[config.mk]
export PLATFORM = sky130hd
export DESIGN_NAME = stage_mem_lsu
export DESIGN_NICKNAME = d
export VERILOG_FILES = /design/src/rtl/lsu_pkg.sv /design/src/rtl/stage_mem_lsu_assemble.sv /design/src/rtl/stage_mem_lsu.sv
export SDC_FILE = /design/constraint.sdc
export NUM_CORES = 1
export LEC_CHECK = 0
export BUFFER_PORTS_ARGS = -buffer_cell sky130_fd_sc_hd__buf_4
export CAP_MARGIN = 20
export CELL_PAD_IN_SITES_DETAIL_PLACEMENT = 1
export CELL_PAD_IN_SITES_GLOBAL_PLACEMENT = 1
export CORE_MARGIN = 4
export CORE_UTILIZATION = 30
export CTS_BUF_LIST = sky130_fd_sc_hd__clkbuf_8
export CTS_CLUSTER_DIAMETER = 50
export DETAILED_ROUTE_END_ITERATION = 10
export PLACE_DENSITY = 0.68
export SLEW_MARGIN = 5
export SYNTH_ARGS = -nofsm -noshare
export SYNTH_HDL_FRONTEND = slang
export SYNTH_SLANG_ARGS = --single-unit
[constraint.sdc]
create_clock -name clk -period 7.9 [get_ports clk]
set_clock_uncertainty 0.2 [all_clocks]
set_input_delay 1.185 -clock clk [delete_from_list [all_inputs] [get_ports clk]]
set_output_delay 1.185 -clock clk [all_outputs]
set_load 0.005 [all_outputs]
[src/rtl/lsu_pkg.sv]
// Shared types and helpers for the MEM-stage load/store unit.
//   mem_op_e    : lsu op codes carried on mem_op_i
//   lsu_state_e : LSU sequencer states
//   is_load / is_store / nbytes / is_signed / is_legal : op decode helpers
package lsu_pkg;

  typedef enum logic [3:0] {
    NONE, LB, LH, LW, LBU, LHU, LWU, LD, SB, SH, SW, SD
  } mem_op_e;

  typedef enum logic [1:0] {IDLE, XFER, DRAIN, FIN} lsu_state_e;

  function automatic logic is_load(mem_op_e op);
    return op inside {LB, LH, LW, LBU, LHU, LWU, LD};
  endfunction

  function automatic logic is_store(mem_op_e op);
    return op inside {SB, SH, SW, SD};
  endfunction

  function automatic logic [3:0] nbytes(mem_op_e op);
    case (op)
      LB, LBU, SB:  return 4'd1;
      LH, LHU, SH:  return 4'd2;
      LW, LWU, SW:  return 4'd4;
      LD, SD:       return 4'd8;
      default:      return 4'd0;
    endcase
  endfunction

  function automatic logic is_signed(mem_op_e op);
    return op inside {LB, LH, LW, LD};
  endfunction

  // 32-bit cores have no doubleword or unsigned-word access
  function automatic logic is_legal(mem_op_e op, int xlen);
    return !(xlen == 32 && op inside {LWU, LD, SD});
  endfunction

endpackage

[src/rtl/stage_mem_lsu_assemble.sv]
// lsu_load_assemble: combinational load result builder.
//   lanes : captured bytes, lane k = byte at base+k (little-endian)
//   nb    : bytes in the access (1/2/4/8)
//   sgn   : sign-extend from the top loaded byte, else zero-extend
//   res   : XLEN-wide writeback value
module lsu_load_assemble #(
  parameter int XLEN = 32
) (
  input  logic [7:0][7:0]  lanes,
  input  logic [3:0]       nb,
  input  logic             sgn,
  output logic [XLEN-1:0]  res
);

  logic [2:0] top;
  logic       msb;

  assign top = 3'(nb - 4'd1);
  assign msb = sgn & lanes[top][7];

  always_comb begin
    res = '0;
    for (int i = 0; i < XLEN/8; i++)
      res[8*i +: 8] = (4'(i) < nb) ? lanes[i] : {8{msb}};
  end

endmodule

[src/rtl/stage_mem_lsu.sv]
// stage_mem_lsu: MEM pipeline stage with a byte-serial load/store unit.
//   clk, rst (sync, active-high)
//   valid_i, mem_op_i, addr_i, sdata_i, wd_i, wreg_i, wdata_i : from EX/MEM
//   wd_o, wreg_o, wdata_o : registered writeback to WB
//   stall_req_o           : freeze upstream while an access is in flight
//   mem_a_o, mem_wr_o, mem_dout_o, mem_din_i : byte-wide memory port
// Optional: define STAGE_MEM_LSU_PAUSE_EN to add rdy_i; rdy_i=0 holds all
// state, suppresses writes and forces a stall.
module stage_mem_lsu
  import lsu_pkg::*;
#(
  parameter int XLEN   = 32,
  parameter int ADDR_W = 32,
  parameter int RD_LAT = 1
) (
  input  logic              clk,
  input  logic              rst,
`ifdef STAGE_MEM_LSU_PAUSE_EN
  input  logic              rdy_i,
`endif
  input  logic              valid_i,
  input  logic [3:0]        mem_op_i,
  input  logic [ADDR_W-1:0] addr_i,
  input  logic [XLEN-1:0]   sdata_i,
  input  logic [4:0]        wd_i,
  input  logic              wreg_i,
  input  logic [XLEN-1:0]   wdata_i,
  output logic [4:0]        wd_o,
  output logic              wreg_o,
  output logic [XLEN-1:0]   wdata_o,
  output logic              stall_req_o,
  output logic [ADDR_W-1:0] mem_a_o,
  output logic              mem_wr_o,
  output logic [7:0]        mem_dout_o,
  input  logic [7:0]        mem_din_i
);

  localparam int CW = 4;  // cycle index reaches 8-1+4 = 11

  logic en;
`ifdef STAGE_MEM_LSU_PAUSE_EN
  assign en = rdy_i;
`else
  assign en = 1'b1;
`endif

  lsu_state_e        st_q, st_d;
  mem_op_e           op_q, op_in;
  logic [ADDR_W-1:0] base_q, a_base;
  logic [XLEN-1:0]   sdata_q, sd;
  logic [7:0][7:0]   sd_b;
  logic [4:0]        wd_q;
  logic              wreg_q;
  logic [CW-1:0]     cyc_q, cyc_d;
  logic [7:0][7:0]   lane_q, lane_d;
  logic [XLEN-1:0]   ld_res;
  logic              acc_mem, multi, wr_act;

  // Cycle index (accept = 0) of the final cycle of an access
  function automatic logic [CW-1:0] last_cyc(mem_op_e op);
    if (is_load(op)) return CW'(nbytes(op)) + CW'(RD_LAT) - CW'(1);
    return CW'(nbytes(op)) - CW'(1);
  endfunction

  function automatic lsu_state_e classify(logic [CW-1:0] c, mem_op_e op);
    if (c == last_cyc(op))    return FIN;
    if (c < CW'(nbytes(op)))  return XFER;
    return DRAIN;
  endfunction

  assign op_in   = mem_op_e'(mem_op_i);
  assign acc_mem = valid_i && is_legal(op_in, XLEN) && (is_load(op_in) || is_store(op_in));
  assign multi   = acc_mem && (last_cyc(op_in) != '0);

  always_comb begin
    st_d  = st_q;
    cyc_d = cyc_q;
    case (st_q)
      IDLE: if (multi) begin
        cyc_d = CW'(1);
        st_d  = classify(CW'(1), op_in);
      end
      XFER, DRAIN: begin
        cyc_d = cyc_q + CW'(1);
        st_d  = classify(cyc_q + CW'(1), op_q);
      end
      FIN: begin
        cyc_d = '0;
        st_d  = IDLE;
      end
      default: st_d = IDLE;
    endcase
  end

  // Byte 0 comes straight from the EX/MEM inputs in the accept cycle
  assign a_base     = (st_q == IDLE) ? addr_i  : base_q;
  assign sd         = (st_q == IDLE) ? sdata_i : sdata_q;
  assign sd_b       = 64'(sd);
  assign mem_a_o    = a_base + ADDR_W'(cyc_q);
  assign mem_dout_o = sd_b[cyc_q[2:0]];

  assign wr_act = (st_q == IDLE && acc_mem && is_store(op_in)) ||
                  ((st_q == XFER || st_q == FIN) && is_store(op_q));
  assign mem_wr_o    = wr_act && en && !rst;
  assign stall_req_o = (st_q == IDLE && multi) || st_q == XFER || st_q == DRAIN || !en;

  // Byte presented in cycle k lands RD_LAT cycles later into lane k
  always_comb begin
    lane_d = lane_q;
    if (st_q != IDLE && is_load(op_q) && cyc_q >= CW'(RD_LAT))
      lane_d[3'(cyc_q - CW'(RD_LAT))] = mem_din_i;
  end

  // The final byte is merged in the FIN cycle itself via lane_d
  lsu_load_assemble #(.XLEN(XLEN)) u_asm (
    .lanes (lane_d),
    .nb    (nbytes(op_q)),
    .sgn   (is_signed(op_q)),
    .res   (ld_res)
  );

  always_ff @(posedge clk) begin
    if (rst) begin
      st_q    <= IDLE;
      cyc_q   <= '0;
      wd_o    <= '0;
      wreg_o  <= 1'b0;
      wdata_o <= '0;
    end else if (en) begin
      st_q   <= st_d;
      cyc_q  <= cyc_d;
      lane_q <= lane_d;
      wreg_o <= 1'b0;
      if (st_q == IDLE && acc_mem) begin
        op_q    <= op_in;
        base_q  <= addr_i;
        sdata_q <= sdata_i;
        wd_q    <= wd_i;
        wreg_q  <= wreg_i;
      end
      if (st_q == IDLE && valid_i && !acc_mem) begin
        // unknown or illegal op codes never write a register
        wd_o    <= wd_i;
        wreg_o  <= wreg_i && (op_in == NONE);
        wdata_o <= wdata_i;
      end else if (st_q == IDLE && acc_mem && !multi) begin
        wd_o <= '0;
      end else if (st_q == FIN) begin
        if (is_load(op_q)) begin
          wd_o    <= wd_q;
          wreg_o  <= wreg_q;
          wdata_o <= ld_res;
        end else begin
          wd_o    <= '0;
          wdata_o <= '0;
        end
      end
    end
  end

endmodule
== After elaboration in Yosys (flattened, before gate mapping) ==
Memory sizes are Yosys's and may differ from the RTL's. A register that Yosys moved wholly into a read port is not among the register bits.
Cells that the tools add are included.
Widths: inputs -> output; s select.

* Add/subtract/negate cells: 13
* Magnitude comparators: 11
* Eq/ne operators: 29
* Muxes and demuxes: 85
* Bitwise gates (word level): 2
* Reductions and logical operators: 39

{| class="wikitable"
|+ Operators by type and width
! kind !! count
|-
| $mux 32 || 6
|-
| $mux 4 || 31
|-
| $bwmux 64 || 1
|-
| $mux 64 || 1
|-
| $mux 8 || 7
|-
| $bmux 8 s3 || 2
|-
| $add 32x4->32 || 1
|-
| $eq 4x3->1 const B || 8
|-
| $eq 4x4->1 const B || 8
|-
| $demux 8 s3 || 1
|-
| $sub 4x1->4 const B || 6
|-
| $mux 1 || 21
|-
| $mux 5 || 4
|-
| $mux 2 || 9
|-
| $add 4x1->4 const B || 4
|-
| $eq 4x2->1 const B || 4
|-
| $reduce_bool 4->1 || 4
|-
| $logic_and 1x1->1 || 15
|-
| $reduce_bool 7->1 || 2
|-
| $lt 1x4->1 const A || 3
|-
| $lt 3x4->1 const B || 3
|-
| $pmux 4 s3 || 1
|-
| $eq 4x1->1 const B || 2
|-
| $lt 2x4->1 const A || 2
|-
| other kinds (20) || 33
|}

* Flip-flop bits (word level): 182
* Memory bits (read-only): 576
* Output and inout port bits: 80
* Word-level logic and storage cells: 206
* Memories kept: 9

{| class="wikitable"
|+ Memories
! memory !! words !! width !! rd ports !! clocked after Yosys merged registers in !! wr ports !! RTL line !! RTL
|-
| (no name shown) || 16 || 4 || 1 || 0 || 0 || lsu_pkg.sv:22 || <nowiki>case (op)</nowiki>
|-
| (no name shown) || 16 || 4 || 1 || 0 || 0 || lsu_pkg.sv:22 ||
|-
| (no name shown) || 16 || 4 || 1 || 0 || 0 || lsu_pkg.sv:22 ||
|-
| (no name shown) || 16 || 4 || 1 || 1 || 0 || lsu_pkg.sv:22 ||
|-
| (no name shown) || 16 || 4 || 1 || 1 || 0 || lsu_pkg.sv:22 ||
|-
| (no name shown) || 16 || 4 || 1 || 1 || 0 || lsu_pkg.sv:22 ||
|-
| 3 more memories || -- || -- || -- || -- || -- || -- ||
|}

== Depth between registers and ports, before layout ==
Gate-level depths: netlist (run 1).

* Depth after elaboration: 34
* Gate-level depth with buffers: 17
* Gate-level depth less buffers: 12

== Cells and area by module ==
Synthesis (run 1) repeated with hierarchy kept, for this count alone.

* Cells, all modules: 888
* Area total of the unflattened synthesis: 10357.4 µm²

{| class="wikitable"
|+ Modules (own cells, without submodules)
! module !! times used !! cells each !! area each (µm²)
|-
| stage_mem_lsu || 1 || 795 || 9759.4
|-
| lsu_load_assemble || 1 || 93 || 598.1
|}

== Worst setup path before layout (run 1) ==
Ideal clock, no wire load.

* Kind: input port to flip-flop
* From: in rst
* To: reg, netlist name u_asm.nb[0]
* Arrival: 4895 ps
* Data required time: 7577 ps
* Path slack: 2682 ps
* Stages: 6
* Path buffers: 2
* Path through: clkbuf_1 > inv_1 > and2_1 > clkbuf_1 > nor3_1 > a31o_2

* Longest elaborated chain between the ends: 3

{| class="wikitable"
|+ Ends and longest elaborated chain
! item !! RTL line !! RTL
|-
| from (decl) || stage_mem_lsu.sv:17 || <nowiki>input logic rst,</nowiki>
|-
| $not 1->1 (no line) || -- ||
|-
| $reduce_and 2->1 (no line) || -- ||
|-
| $mux 4 (no line) || -- ||
|}

No other way between the ends.
A chain may end at the register's enable or synchronous reset.

== Worst setup path after layout (run 1) ==
* From: reg st_q[0]
* To: out mem_a_o[26]

* Longest elaborated chain between the ends: 3

{| class="wikitable"
|+ Ends and longest elaborated chain
! item !! RTL line !! RTL
|-
| from (decl) || stage_mem_lsu.sv:47 || <nowiki>lsu_state_e st_q, st_d;</nowiki>
|-
| from (signal assigned) || stage_mem_lsu.sv:130 || <nowiki>st_q <= st_d;</nowiki>
|-
| $logic_not 2->1 || stage_mem_lsu.sv:96 || <nowiki>assign a_base = (st_q == IDLE) ? addr_i : base_q;</nowiki>
|-
| $mux 32 || stage_mem_lsu.sv:96 ||
|-
| $add 32x4->32 || stage_mem_lsu.sv:99 || <nowiki>assign mem_a_o = a_base + ADDR_W'(cyc_q);</nowiki>
|-
| to (decl) || stage_mem_lsu.sv:32 || <nowiki>output logic [ADDR_W-1:0] mem_a_o,</nowiki>
|}

No other way between the ends.

==> out/qor.csv, run 1 <==
stage,metric,value,unit
run_status,outcome,"finished, final reports clean",
worst_setup_path,critical path class,reg -> out,
route,DR pass1 iterations,4,
power_and_ir_drop,Pwr per Cell Area,293,nW/um^2
placement,placed insts,1352,
final_layout,Non-Filler Instances,1385,
worst_setup_path,CP Buf/Inv Count,3,
worst_hold_path,Hold Path Stages,2,
synth,Synth Area per Inst,10.9,um^2
synth,async set or reset register ratio after synthesis,0,%
synth,Post-Synthesis Cell Area,8920,um^2
synth,Synth top area share,37.0,%
floorplanning,io pins,197,
worst_setup_path,CP cell instances,inv_1 > ha_4 > buf_4 > mux2i_1 > a211o_1 > or3b_2 > nor2_1 > nand3_1 > xor2_1 > mux2i_1 > buf_4,
route,starting DRC count in detailed routing,388,
worst_setup_path,Setup crit end kind,output pin,
placement,Final HPWL DP,19300,um
final_layout,"Area growth, synth to finish",24.8,%
floorplanning,FP Rows,62,
clock_tree,# hold bufs at CTS,0,
clock_tree,maximum root-to-sink buffer count,2,
worst_setup_path,RR Startpoint,cyc_q[1],
synth,sequential-to-total area share from yosys stat,47.8,%
grt,global-route wire length before repair,42100,um
synth,top post-synthesis cells by count,"edfxtp_1, nand2_1, o21ai_0, dfxtp_1, nor3_1",
synth,Post-Syn Nets,951,
timing,min Tclk post-route,5.35,ns
power_and_ir_drop,VDD IR max,0.153,mV
floorplanning,total core area,29000,um^2
placement,Final Wtd Congestion,0.780,
power_and_ir_drop,Lkg Pwr,0.00420,uW
timing,setup violators final,0,
power_and_ir_drop,Psw,1250,uW
clock_tree,CTS Buf Count,17,
placement,dpl ws,2.88,ns
timing,Final Hold Fails,0,
worst_hold_path,Hold Path End,st_q[0],
power_and_ir_drop,sw frac,38.4,%
power_and_ir_drop,Int Power,2010,uW
floorplanning,Die Ht,180,um
route,Avg WL per Cell,18.9,um
worst_hold_path,HP Start,st_q[0],
worst_hold_path,hold crit path type,reg -> reg,
timing,Fmax,187,MHz
clock_tree,post-CTS setup buffers,0,
power_and_ir_drop,Clk pwr share,19.9,%
worst_setup_path,Slowest cell on crit path,buf_4,
grt,Tot GR Track Use,15.8,%
placement,dpl cell area,10700,um^2
clock_tree,Worst-path clk slew,0.08,ns
synth,"Distinct cells, synth",68,
worst_setup_path,Critical Path AT,3.97,ns
grt,GRT overflow,0,
worst_setup_path,Startpoint Class,flip-flop,
timing,Slew Limit Headroom,38.3,%
power_and_ir_drop,Reg power frac,34.5,%
timing,final hold slack,0.308,ns
route,"antenna viol nets, final",0,
clock_tree,clk sinks,158,
worst_setup_path,CP required,6.51,ns
clock_tree,depth of the CTS H-tree,4,
clock_tree,worst skew pair latency,0.45,ns
timing,Tightest Pin Transition,0.922,ns
floorplanning,Die W,180,um
worst_setup_path,cell depth of the worst flop-to-flop path,10,
run,MaxCap Viol Count,0,
final_layout,Finished Cell Area,11100,um^2
floorplanning,Die ar.,32500,um^2
route,DRC,0,
final_layout,Final #Nets,1124,
floorplanning,Initial Util,30.7,%
power_and_ir_drop,combinational power share,45.5,%
synth,number of synthesized flops with an enable pin,110,
final_layout,layout cell share with drive strength beyond 1,32.2,%
timing,final worst slack,2.55,ns
worst_setup_path,peak per-stage delay on the critical path,0.69,ns
timing,post-route clock period utilization,67.8,%
grt,antenna violations before repair,0,
route,drt total wl,26200,um
synth,most frequent cell after synthesis,edfxtp_1,
timing,Max Slew Vio Count,0,
synth,Synth warnings,0,
clock_tree,Resized Gates After CTS,0,
synth,"top cells by area, synth","edfxtp_1, dfxtp_1, mux2_2, mux4_2, mux2i_1",
worst_setup_path,worst reg-to-reg setup slack,3.23,ns
timing,RSZ-0062 raised after global routing,no,
route,vias per std cell,5.10,
placement,input/output buffers,196,
route,via count,7065,
final_layout,n_diodes,0,
clock_tree,root buf cell,clkbuf_8,
worst_setup_path,crit-path leading delay family,buffers and inverters,
worst_setup_path,CP max FO,56,
synth,Mapped Cells,815,
grt,vias in the first global route,7469,
worst_setup_path,Reg-to-Reg End,wdata_o[12],
synth,"flops & latches, synth",158,
synth,Synth area leader,edfxtp_1,
worst_setup_path,critical path depth in cells,11,
grt,largest net degree at the start of global routing,82,
timing,Fin Setup TNS,0,ns
synth,Synth Flop Type,edfxtp_1,
clock_tree,CTS tree,done,
-- worst max path at each step --
stage / end / slack [ns] / start
finish: mem_a_o[26] / 2.55 / st_q[0]
global route: mem_a_o[16] / 2.20 / st_q[1]
CTS: mem_a_o[26] / 2.47 / st_q[0]
detailed placement: mem_a_o[21] / 2.88 / addr_i[1]
global placement: mem_a_o[21] / 2.91 / addr_i[1]
floorplan: u_asm.nb[0] / 2.68 / rst
-- cell type report --
| class | count | area (um^2) |
|---|---|---|
| clock buffers | 18 | 248 |
| flip-flops and latches | 158 | 4270 |
| inverters | 25 | 93.8 |
| repair buffers | 202 | 1540 |
| well taps | 384 | 480 |
| fillers | 3295 | 17900 |
| clock inverters | 14 | 165 |
| multi-input cells | 584 | 4340 |
-- through the flow --
step / power [uW] / utilization (%)
6_report: 3260 / 38.4
5_1_grt: 3500 / 38.4
4_1_cts: 3310 / 38.3
3_5_place_dp: 2640 / 36.8
3_3_place_gp: 2620 / 36.8
2_1_floorplan: 2050 / -
-- per-layer routing --
layer  up-vias  part of all wire, %  track usage, %
li1       3415                    -               -
met3         9                  7.1            5.25
met2       182                   47            26.6
met4         0                 0.57            2.99
met1      3459                   45            20.2
met5         -                    0               0
-- placed cells by master (no fill, tap or decap), types with 8 or more instances in the layout --
master and instances:
o22ai_1 15, nor4_2 8, o211ai_1 16, nand2b_1 13, dfxtp_1 47, mux2i_1 32
nand2_1 72, o21ai_0 59, xor2_1 27, mux4_2 16, a21oi_1 21, nand3_1 27
edfxtp_1 110, xnor2_1 24, ha_1 17, inv_1 24, a31oi_1 20, nand3b_1 9
clkbuf_8 18, nor3_1 40, mux2_2 34, nor2_1 33, buf_4 201, nor4_1 8
-- worst min-delay path, cell delays in order, from the launching register on --
cell and delay (ns):
dfxtp_1 0.35, nand2_1 0.07, a21oi_1 0.05
-- sequential cells by signal (all words and copies together) (netlist names) --
name	count
wreg_q	1
u_asm.nb	4
st_q	2
lane_q	36
cyc_q	4
wreg_o	1
op_q	4
wd_o	5
sdata_q	32
wd_q	5
wdata_o	32
base_q	32
-- logic make-up (layout without fill, tap and decap cells) --
group	after synthesis	after routing	synth area share, %
DFF	158	158	47.8
and+or+nand+nor	252	252	15.5
buffers and inverters	73	259	3.68
xor gates and xnor gates	52	52	5.19
adders and majority gates	19	19	2.75
muxes	84	84	12.3
AOI/OAI and AO/OA	177	177	12.8
-- power groups by stage --
stage	clock (uW)	combinational, uW	sequential (uW)
2_1_floorplan	0	945	1100
3_3_place_gp	0	1470	1140
3_5_place_dp	0	1490	1150
4_1_cts	674	1500	1130
5_1_grt	705	1640	1150
6_report	649	1480	1130
Power figures use the tool's default switching activity.
==> inputs of run 2 (changes only) <==
ABC_AREA = 1   (was default)
PLACE_DENSITY = 0.73   (was 0.68)
clock period = 4.4 ns   (was 7.9 ns; I/O delays follow)
==> out/qor.csv, run 2 <==
stage,metric,value,unit
synth,Synth area leader,edfxtp_1,
worst_hold_path,hold crit path type,in -> reg,
worst_setup_path,CP required,3.54,ns
final_layout,"most common cell after layout, fill and taps aside",nand2_1,
synth,Mapped Cells,1123,
synth,sequential-to-total area share from yosys stat,46.9,%
timing,Max Slew Vio Count,0,
floorplanning,FP Rows,63,
route,DR pass1 iterations,7,
route,vias per std cell,4.84,
clock_tree,CTS Buf Count,17,
clock_tree,CTS tree,done,
power_and_ir_drop,VDD IR max,0.223,mV
worst_hold_path,Hold Path Stages,1,
worst_hold_path,HP Start,sdata_i[27],
final_layout,max FFs per register,36,
final_layout,layout cell share with drive strength beyond 1,23.8,%
power_and_ir_drop,Lkg Pwr,0.00520,uW
placement,Final Wtd Congestion,0.846,
clock_tree,maximum root-to-sink buffer count,2,
floorplanning,io pins,197,
clock_tree,Worst-path clk slew,0.09,ns
synth,Post-Syn Nets,1259,
timing,Fmax,242,MHz
synth,Synth warnings,0,
floorplanning,Die Ht,182,um
worst_setup_path,peak per-stage delay on the critical path,0.35,ns
synth,Synth top area share,36.3,%
synth,"top cells by area, synth","edfxtp_1, dfxtp_1, nand2_1, nor2_1, inv_1",
worst_setup_path,Critical Path AT,3.28,ns
worst_setup_path,cell mode on critical path,nand2_1,
timing,post-route clock period utilization,94.1,%
clock_tree,depth of the CTS H-tree,4,
placement,Final HPWL DP,20100,um
final_layout,Final #Nets,1454,
route,"antenna viol nets, final",0,
synth,"flops & latches, synth",158,
floorplanning,total core area,29800,um^2
grt,Tot GR Track Use,16.1,%
timing,Slew Limit Headroom,36.9,%
grt,GRT overflow,0,
placement,placed insts,1678,
route,starting DRC count in detailed routing,488,
final_layout,Biggest register,lane_q,
worst_setup_path,critical path class,reg -> out,
route,DRC,0,
timing,min Tclk post-route,4.14,ns
clock_tree,clk sinks,158,
worst_setup_path,Setup crit end kind,output pin,
floorplanning,Die ar.,33200,um^2
worst_setup_path,RR Startpoint,cyc_q[0],
final_layout,Non-Filler Instances,1721,
worst_setup_path,cell depth of the worst flop-to-flop path,16,
synth,async set or reset register ratio after synthesis,0,%
grt,antenna violations before repair,0,
grt,vias in the first global route,8437,
worst_setup_path,Startpoint Class,flip-flop,
final_layout,most frequent cells in the layout,"nand2_1, buf_4, nor2_1",
synth,number of synthesized flops with an enable pin,110,
worst_setup_path,crit-path leading delay family,simple AND/OR/NAND/NOR gates,
final_layout,"Area growth, synth to finish",26.5,%
power_and_ir_drop,Pwr per Cell Area,527,nW/um^2
timing,final hold slack,0.183,ns
worst_setup_path,CP Launch Point,st_q[0],
synth,Synth Area per Inst,8.10,um^2
grt,global-route wire length before repair,43600,um
worst_setup_path,Slowest cell on crit path,ha_1,
timing,Fin Setup TNS,0,ns
synth,top post-synthesis cells by count,"nand2_1, nor2_1, inv_1, edfxtp_1, a21oi_1",
run,MaxCap Viol Count,0,
worst_setup_path,CP cell instances,inv_1 > ha_4 > clkinvlp_4 > nand2_1 > nand2_1 > ha_1 > nand3_1 > nand3_2 > nand4_1 > nor2_4 > nand4_4 > nor2_4 > nand2_2 > nor3_4 > nand2_1 > a21oi_2 > buf_4,
clock_tree,root buf cell,clkbuf_8,
clock_tree,worst skew pair latency,0.46,ns
synth,most frequent cell after synthesis,nand2_1,
worst_setup_path,CP Buf/Inv Count,3,
route,drt total wl,27900,um
route,Avg WL per Cell,16.2,um
synth,Synth Flop Type,edfxtp_1,
run_status,outcome,"finished, final reports clean",
floorplanning,Die W,182,um
timing,Tightest Pin Transition,0.947,ns
floorplanning,Initial Util,30.5,%
synth,Post-Synthesis Cell Area,9100,um^2
placement,input/output buffers,196,
route,via count,8333,
synth,"Distinct cells, synth",45,
timing,setup violators final,0,
grt,largest net degree at the start of global routing,77,
final_layout,n_diodes,0,
worst_setup_path,critical path depth in cells,17,
worst_setup_path,CP max FO,9,
final_layout,final core utilization,38.6,%
timing,Final Hold Fails,0,
==> run 2: final cells by class <==
class / instances / area (um^2)
Clock buffer: 19 / 262
Clock inverter: 13 / 149
Fill cell: 3622 / 18300
Inverter: 135 / 510
Multi-Input combinational cell: 787 / 4130
Sequential cell: 158 / 4270
Tap cell: 390 / 488
Timing Repair Buffer: 219 / 1700
==> run 2: timing repair <==
item / in CTS / in global routing
setup endpoints to repair: 1 / 13
buffers inserted: 0 / 9
pin swaps: 0 / 3
gates resized for setup: 0 / 15
hold buffers: 0 / 0
gates cloned: 0 / 2
==> run 2: layer usage <==
metal | vias to the layer above | GRT usage, % | wire length (um)
met5 | - | 0 | 0
met4 | 0 | 3.81 | 357
met3 | 31 | 4.62 | 1620
met2 | 160 | 28.0 | 13800
met1 | 4031 | 19.8 | 12100
li1 | 4111 | - | -
==> run 2: stage by stage <==
stage	area (um^2)	power (uW)	setup slack [ns]
4_1_cts	11300	6000	-0.0409
6_report	11500	6060	0.259
3_5_place_dp	10900	4840	0.475
5_1_grt	11500	6560	-0.0172
2_1_floorplan	9100	3740	0.383
3_3_place_gp	10900	4770	0.630
==> run 2: worst reg2reg max path, stage by stage, from the launching register on <==
cell and delay, ns:
dfxtp_1 0.33, buf_4 0.22, inv_1 0.09, ha_1 0.47, inv_1 0.24, nand3_1 0.13, nor2_1 0.15, nand2_1 0.07
nand2_1 0.08, nand3_1 0.08, nand3_1 0.12, nand2_1 0.06, nand2_1 0.06, nand3_1 0.23, nand2_1 0.32, nand2_1 0.16
a21oi_1 0.14
==> run 2: path summary, 6_finish.rpt <==
kind                  to  slack (ns)
max          mem_a_o[28]        0.26
max reg2reg  wdata_o[31]        1.21
min reg2reg   wdata_o[2]        0.32
min          sdata_q[27]        0.18
==> run 2: cells by family after synthesis <==
kind of cell,share of synthesized area (%)
xor+xnor,3.37
mux,1.21
simple gates,24.3
flops,46.9
buf+inv,8.32
compound gates,13.2
fa+ha+maj,2.69
==> run 2: where the power goes <==
part | switching (uW) | total (uW) | internal [uW]
sequential | 95.6 | 1920 | 1820
combinational | 1790 | 3000 | 1210
clock | 557 | 1140 | 584
total | 2440 | 6060 | 3620
